`src/rtl/clk_phase_track.sv`:
```
// clk_phase_track: fast-side phase tracker for an integer-ratio slow-to-fast
// clock crossing. A slow-domain toggle (already aligned to clk_i) marks each
// slow period. The fast cycle in which it changes is phase 0. The block
// reports the phase of every fast cycle, qualifies the relationship with a
// lock state machine, and counts phase errors seen while locked.
//
// Ports:
//   clk_i      fast clock, rising edge
//   rst_i      synchronous reset, active-high
//   tog_i      slow-domain toggle, inverts once per slow period
//   clr_err_i  synchronous clear of err_cnt_o
//   phase_o    phase of the previous fast cycle, 0..RATIO-1
//   first_o    previous cycle was phase 0 (toggle edge seen)
//   last_o     phase_o == RATIO-1
//   locked_o   state machine is LOCKED
//   err_o      one-cycle pulse on a phase mismatch while LOCKED
//   err_cnt_o  saturating mismatch count
module clk_phase_track #(
  parameter int unsigned RATIO    = 2,
  parameter int unsigned LOCK_CNT = 4,
  localparam int unsigned PHASE_W = $clog2(RATIO)
) (
  input  logic               clk_i,
  input  logic               rst_i,
  input  logic               tog_i,
  input  logic               clr_err_i,
  output logic [PHASE_W-1:0] phase_o,
  output logic               first_o,
  output logic               last_o,
  output logic               locked_o,
  output logic               err_o,
  output logic [7:0]         err_cnt_o
);

  localparam int unsigned MC_W = $clog2(LOCK_CNT + 1);

  localparam logic [1:0] ST_UNLOCKED = 2'd0;
  localparam logic [1:0] ST_ACQUIRE  = 2'd1;
  localparam logic [1:0] ST_LOCKED   = 2'd2;

  localparam logic [PHASE_W-1:0] PH_LAST = PHASE_W'(RATIO - 1);
  localparam logic [MC_W-1:0]    MC_LOCK = MC_W'(LOCK_CNT);

  logic               tog_q;
  logic [PHASE_W-1:0] ph_q, ph_d;
  logic [1:0]         state_q, state_d;
  logic [MC_W-1:0]    mcnt_q, mcnt_d;
  logic [PHASE_W-1:0] phase_q, phase_d;
  logic               first_q, first_d;
  logic               last_q, last_d;
  logic               locked_q, locked_d;
  logic               err_q, err_d;
  logic [7:0]         ecnt_q, ecnt_d;

  logic               tog_edge;
  logic               expected;
  logic               mismatch;
  logic               realign;
  logic [7:0]         ecnt_base;

  // Next-state, phase prediction and output decode
  always_comb begin
    state_d   = state_q;
    mcnt_d    = mcnt_q;
    err_d     = 1'b0;
    realign   = 1'b0;
    ecnt_base = ecnt_q;
    ecnt_d    = ecnt_q;

    tog_edge = tog_i ^ tog_q;
    expected = (ph_q == '0);
    mismatch = tog_edge ^ expected;

    case (state_q)
      ST_UNLOCKED: begin
        if (tog_edge) begin
          state_d = ST_ACQUIRE;
          mcnt_d  = MC_W'(1);
          realign = 1'b1;
        end
      end
      ST_ACQUIRE: begin
        if (tog_edge && expected) begin
          // mcnt_q < LOCK_CNT here, so the increment cannot overflow
          mcnt_d  = mcnt_q + MC_W'(1);
          realign = 1'b1;
          if (mcnt_q + MC_W'(1) == MC_LOCK) begin
            state_d = ST_LOCKED;
          end
        end else if (tog_edge) begin
          mcnt_d  = MC_W'(1);
          realign = 1'b1;
        end else if (expected) begin
          mcnt_d = '0;
        end
      end
      ST_LOCKED: begin
        // Freewheel; only an early edge is allowed to move the phase
        if (mismatch) begin
          state_d = ST_ACQUIRE;
          err_d   = 1'b1;
          if (tog_edge) begin
            mcnt_d  = MC_W'(1);
            realign = 1'b1;
          end else begin
            mcnt_d = '0;
          end
        end
      end
      default: begin
        state_d = ST_UNLOCKED;
        mcnt_d  = '0;
      end
    endcase

    // Clear applies first so a coincident mismatch still counts
    if (clr_err_i) begin
      ecnt_base = '0;
    end
    if (err_d && (ecnt_base != 8'hFF)) begin
      ecnt_d = ecnt_base + 8'd1;
    end else begin
      ecnt_d = ecnt_base;
    end

    if (tog_edge && realign) begin
      ph_d = PHASE_W'(1);
    end else if (ph_q == PH_LAST) begin
      ph_d = '0;
    end else begin
      ph_d = ph_q + PHASE_W'(1);
    end

    phase_d  = tog_edge ? '0 : ph_q;
    first_d  = tog_edge;
    last_d   = (phase_d == PH_LAST);
    locked_d = (state_d == ST_LOCKED);
  end

  // State and output registers
  always_ff @(posedge clk_i) begin
    if (rst_i) begin
      tog_q    <= 1'b0;
      ph_q     <= '0;
      state_q  <= ST_UNLOCKED;
      mcnt_q   <= '0;
      phase_q  <= '0;
      first_q  <= 1'b0;
      last_q   <= 1'b0;
      locked_q <= 1'b0;
      err_q    <= 1'b0;
      ecnt_q   <= '0;
    end else begin
      tog_q    <= tog_i;
      ph_q     <= ph_d;
      state_q  <= state_d;
      mcnt_q   <= mcnt_d;
      phase_q  <= phase_d;
      first_q  <= first_d;
      last_q   <= last_d;
      locked_q <= locked_d;
      err_q    <= err_d;
      ecnt_q   <= ecnt_d;
    end
  end

  assign phase_o   = phase_q;
  assign first_o   = first_q;
  assign last_o    = last_q;
  assign locked_o  = locked_q;
  assign err_o     = err_q;
  assign err_cnt_o = ecnt_q;

endmodule

```
`config.mk`:
```
export PLATFORM = sky130hd
export DESIGN_NAME = clk_phase_track
export DESIGN_NICKNAME = d
export VERILOG_FILES = /design/src/rtl/clk_phase_track.sv
export SDC_FILE = /design/constraint.sdc
export NUM_CORES = 1
export LEC_CHECK = 0
export BUFFER_PORTS_ARGS = -buffer_cell sky130_fd_sc_hd__buf_2
export CORE_MARGIN = 1.5
export CORE_UTILIZATION = 54
export CTS_CLUSTER_SIZE = 16
export DETAILED_ROUTE_END_ITERATION = 8
export PLACE_DENSITY_LB_ADDON = 0.12
export SLEW_MARGIN = 10
export SYNTH_ARGS = -nofsm -noshare
export SYNTH_HDL_FRONTEND = slang
export SYNTH_SLANG_ARGS = --single-unit
```
`constraint.sdc`:
```
create_clock -name clk_i -period 3 [get_ports clk_i]
set_clock_uncertainty 0.15 [all_clocks]
set_input_delay 0.9 -clock clk_i [delete_from_list [all_inputs] [get_ports clk_i]]
set_output_delay 0.9 -clock clk_i [all_outputs]
set_load 0.01 [all_outputs]
```
==> results.tsv <==
stage	metric	value	unit
placement	dp_hpwl	1310	microns
placement	io_buffers	16	
finish	fin_nets	133	
synthesis	netlist_area	1020	sq um
synthesis	synth-compound-area-share	18.1	%
global_route	antenna_found_initial	0	
sta	hold_viol	0	
route	ant_nets	0	
route	wl_met3	75	microns
placement	dp_cells	143	
critical_path	arrival	2.35	ns
synthesis	synth_flop_cell	dfxtp_1	
sta	slew_viol_final	0	
synthesis	synth_cells	105	
clock_network	numCtsBuffers	3	
critical_path	path_class	primary input to flip-flop	
critical_path	start_kind	primary input	
synthesis	async_flop_share	0	%
synthesis	synth_edf_count	0	
die	dieArea	2170	sq um
critical_path	crit_slowest_cell	or3b_4	
synthesis	synth_fp_nets	115	
sta	period_share	75.6	%
critical_path	crit_chain	buf_2 -> xor2_2 -> ha_1 -> or3b_4 -> o311ai_2 -> a211oi_2 -> nor3_2	
global_route	grt_pass1_vias	681	
synthesis	synth_xor_area_share	5.01	%
clock_network	cts_num_sinks	19	
finish	mostFrequentLayoutCell	dfxtp_1	
sta	finalCriticalPeriod	2.27	ns
finish	nFillCells	147	
global_route	grt_first_pass_wirelength	2900	microns
finish	regArea	380	sq um
route	m1WireLength	925	microns
route	drc	0	
sta	tightest_slew	0.436	ns
die	initial_core_util	58.7	%
finish	layout.cells.non_filler	147	
pwr	irDropWorstVdd	0.000264	V
clock_network	hold_buffers	0	
global_route	grt.overflow.total	0	
synthesis	synth-simple-area-share	25.4	%
global_route	track_usage	19.0	%
critical_path	cp_slowest_stage_delay	0.44	ns
clock_network	worst_skew_pair.late_latency	0.29	ns
outcome	status	finished, final reports clean	
clock_network	cts_tree	yes	
finish	final_cell_mix	19 x dfxtp_1, 16 x buf_2, 10 x nor2_1	
clock_network	cts_setup_buffers	0	
clock_network	clockRootBuffer	clkbuf_4	
die	coreArea	1750	sq um
route	top_layer_used	met4	
clock_network	cts.clk_slew.worst_paths	0.11	ns
critical_path	crit_path_end_kind	flip-flop	
die	ios	17	
route	vias_per_cell	5.42	
critical_path	crit_fanout	4	
placement	place_congestion	0.848	
hold_path	hp-class	flip-flop to flip-flop	
synthesis	yosysSeqAreaShare	37.1	%
finish	drive_above_1_share	27.9	%
sta	maxSlewHeadroom	70.9	%
synthesis	avgSynthCellArea	9.76	sq um
synthesis	synth_warnings	0	
sta	tns	0	ns
clock_network	htree_levels	1	
route	routed_wl	1800	microns
critical_path	cp_top_family	simple AND/OR/NAND/NOR gates	
route	vias	797	
critical_path	required	3.08	ns
pwr	power.leakage	0.000513	uW
route	drtIter0Drc	23	
clock_network	cts.repair.resized	0	
finish	diodes	0	
synthesis	yosys.area_share.adder	7.33	%
synthesis	synth_top_family_by_area	simple AND/OR/NAND/NOR gates	
global_route	grt_max_degree	19	
synthesis	synth-seq-cells	19	
finish	syn2layout_area_growth	11.6	%
synthesis	synth_cell_types	45	
sta	setup_viol	0	
die	die-height	46.6	microns
sta	max_freq	0.441	GHz
die	num_rows	15	
run	maxCapViolCount	0	
clock_network	clock_path_buffers	2	
finish	multi_input_area	592	sq um
route	avgRoutedWirePerCell	12.2	microns
route	met2_length	769	microns
die	die_w	46.6	microns
pwr	pwr_density_cell	398	nW/um^2
synthesis	synth_mux_area_share	1.95	%
critical_path	critPathBufInv	1	
sta	grt_setup_unrepaired	false	
route	dr.pass1.iters	4	
-- synth_stat cells, drive strengths merged (2+ instances only) --
library cell / n / share of area (%)
nor2b: 4 / 2.4
mux2i: 2 / 2.0
nor3b: 2 / 2.0
a21oi: 6 / 2.9
ha: 6 / 7.3
a41o: 2 / 2.0
xnor2: 3 / 2.6
clkbuf: 2 / 0.73
buf: 2 / 1.8
inv: 7 / 2.6
a211oi: 4 / 3.4
dfxtp: 19 / 37
nand3b: 2 / 2.7
o21ai: 3 / 1.5
xor2: 2 / 2.4
nand2: 8 / 2.9
nor3: 2 / 1.5
nor2: 10 / 3.7
-- state kept, by name, indices dropped and copies added, names as in the netlist --
name	flops
locked_o	1
last_o	1
tog_q	1
mcnt_q	3
state_q	2
first_o	1
err_o	1
err_cnt_o	8
ph_q	1
-- through the flow --
step	setup WS, ns	util [%]	power [uW]	area (sq um)	hold WS (ns)
2_1_floorplan	0.491	-	316	1020	0.304
3_3_place_gp	0.453	64.0	330	1120	0.320
3_5_place_dp	0.412	64.0	331	1120	0.339
4_1_cts	0.726	65.5	459	1140	0.354
5_1_grt	0.675	65.5	484	1140	0.400
6_report	0.731	65.5	455	1140	0.358
-- worst min-delay path, delay by kind of cell, from the launching register on --
family	cells	cell delay, ns
and+or+nand+nor	1	0.07
DFF	1	0.35
muxes	1	0.06
-- where the power goes --
group | leakage (uW) | total, uW | internal (uW) | switching, uW
Clock | 0.0000150 | 130 | 51.8 | 78.2
Sequential | 0.000155 | 268 | 260 | 8.45
Combinational | 0.000344 | 57.1 | 24.8 | 32.4
Total | 0.000513 | 455 | 336 | 119
-- layer usage --
| metal | up-vias | global-route usage (%) |
|---|---|---|
| li1 | 405 | - |
| met1 | 366 | 29.0 |
| met2 | 21 | 25.0 |
| met3 | 5 | 3.53 |
| met4 | 0 | 8.57 |
| met5 | - | 0 |
-- cell type report --
| cell class | count | area share [%] |
|---|---|---|
| Tap cell | 25 | 2.74 |
| Multi-Input combinational cell | 75 | 51.8 |
| Timing Repair Buffer | 17 | 7.66 |
| Clock buffer | 4 | 2.30 |
| Inverter | 7 | 2.30 |
| Sequential cell | 19 | 33.3 |
-- cells by family after synthesis --
logic type               count (synthesis)
AND/OR/NAND/NOR                         40
AO/OA/AOI/OAI                           22
flip-flops                              19
buffers and inverters                   11
adder cells (fa/ha/maj)                  6
XOR/XNOR                                 5
multiplexers                             2
-- final timing paths --
path | endpoint | cells past startpoint | startpoint | slack (ns)
worst max-delay path | mcnt_q[2] | 7 | tog_i | 0.73
worst min-delay path | err_cnt_o[7] | 2 | err_cnt_o[7] | 0.36
worst max register to register | mcnt_q[2] | 6 | tog_q | 1.08
worst min register to register | err_cnt_o[7] | 2 | err_cnt_o[7] | 0.36
No activity file was read; power rests on OpenSTA's default activity.
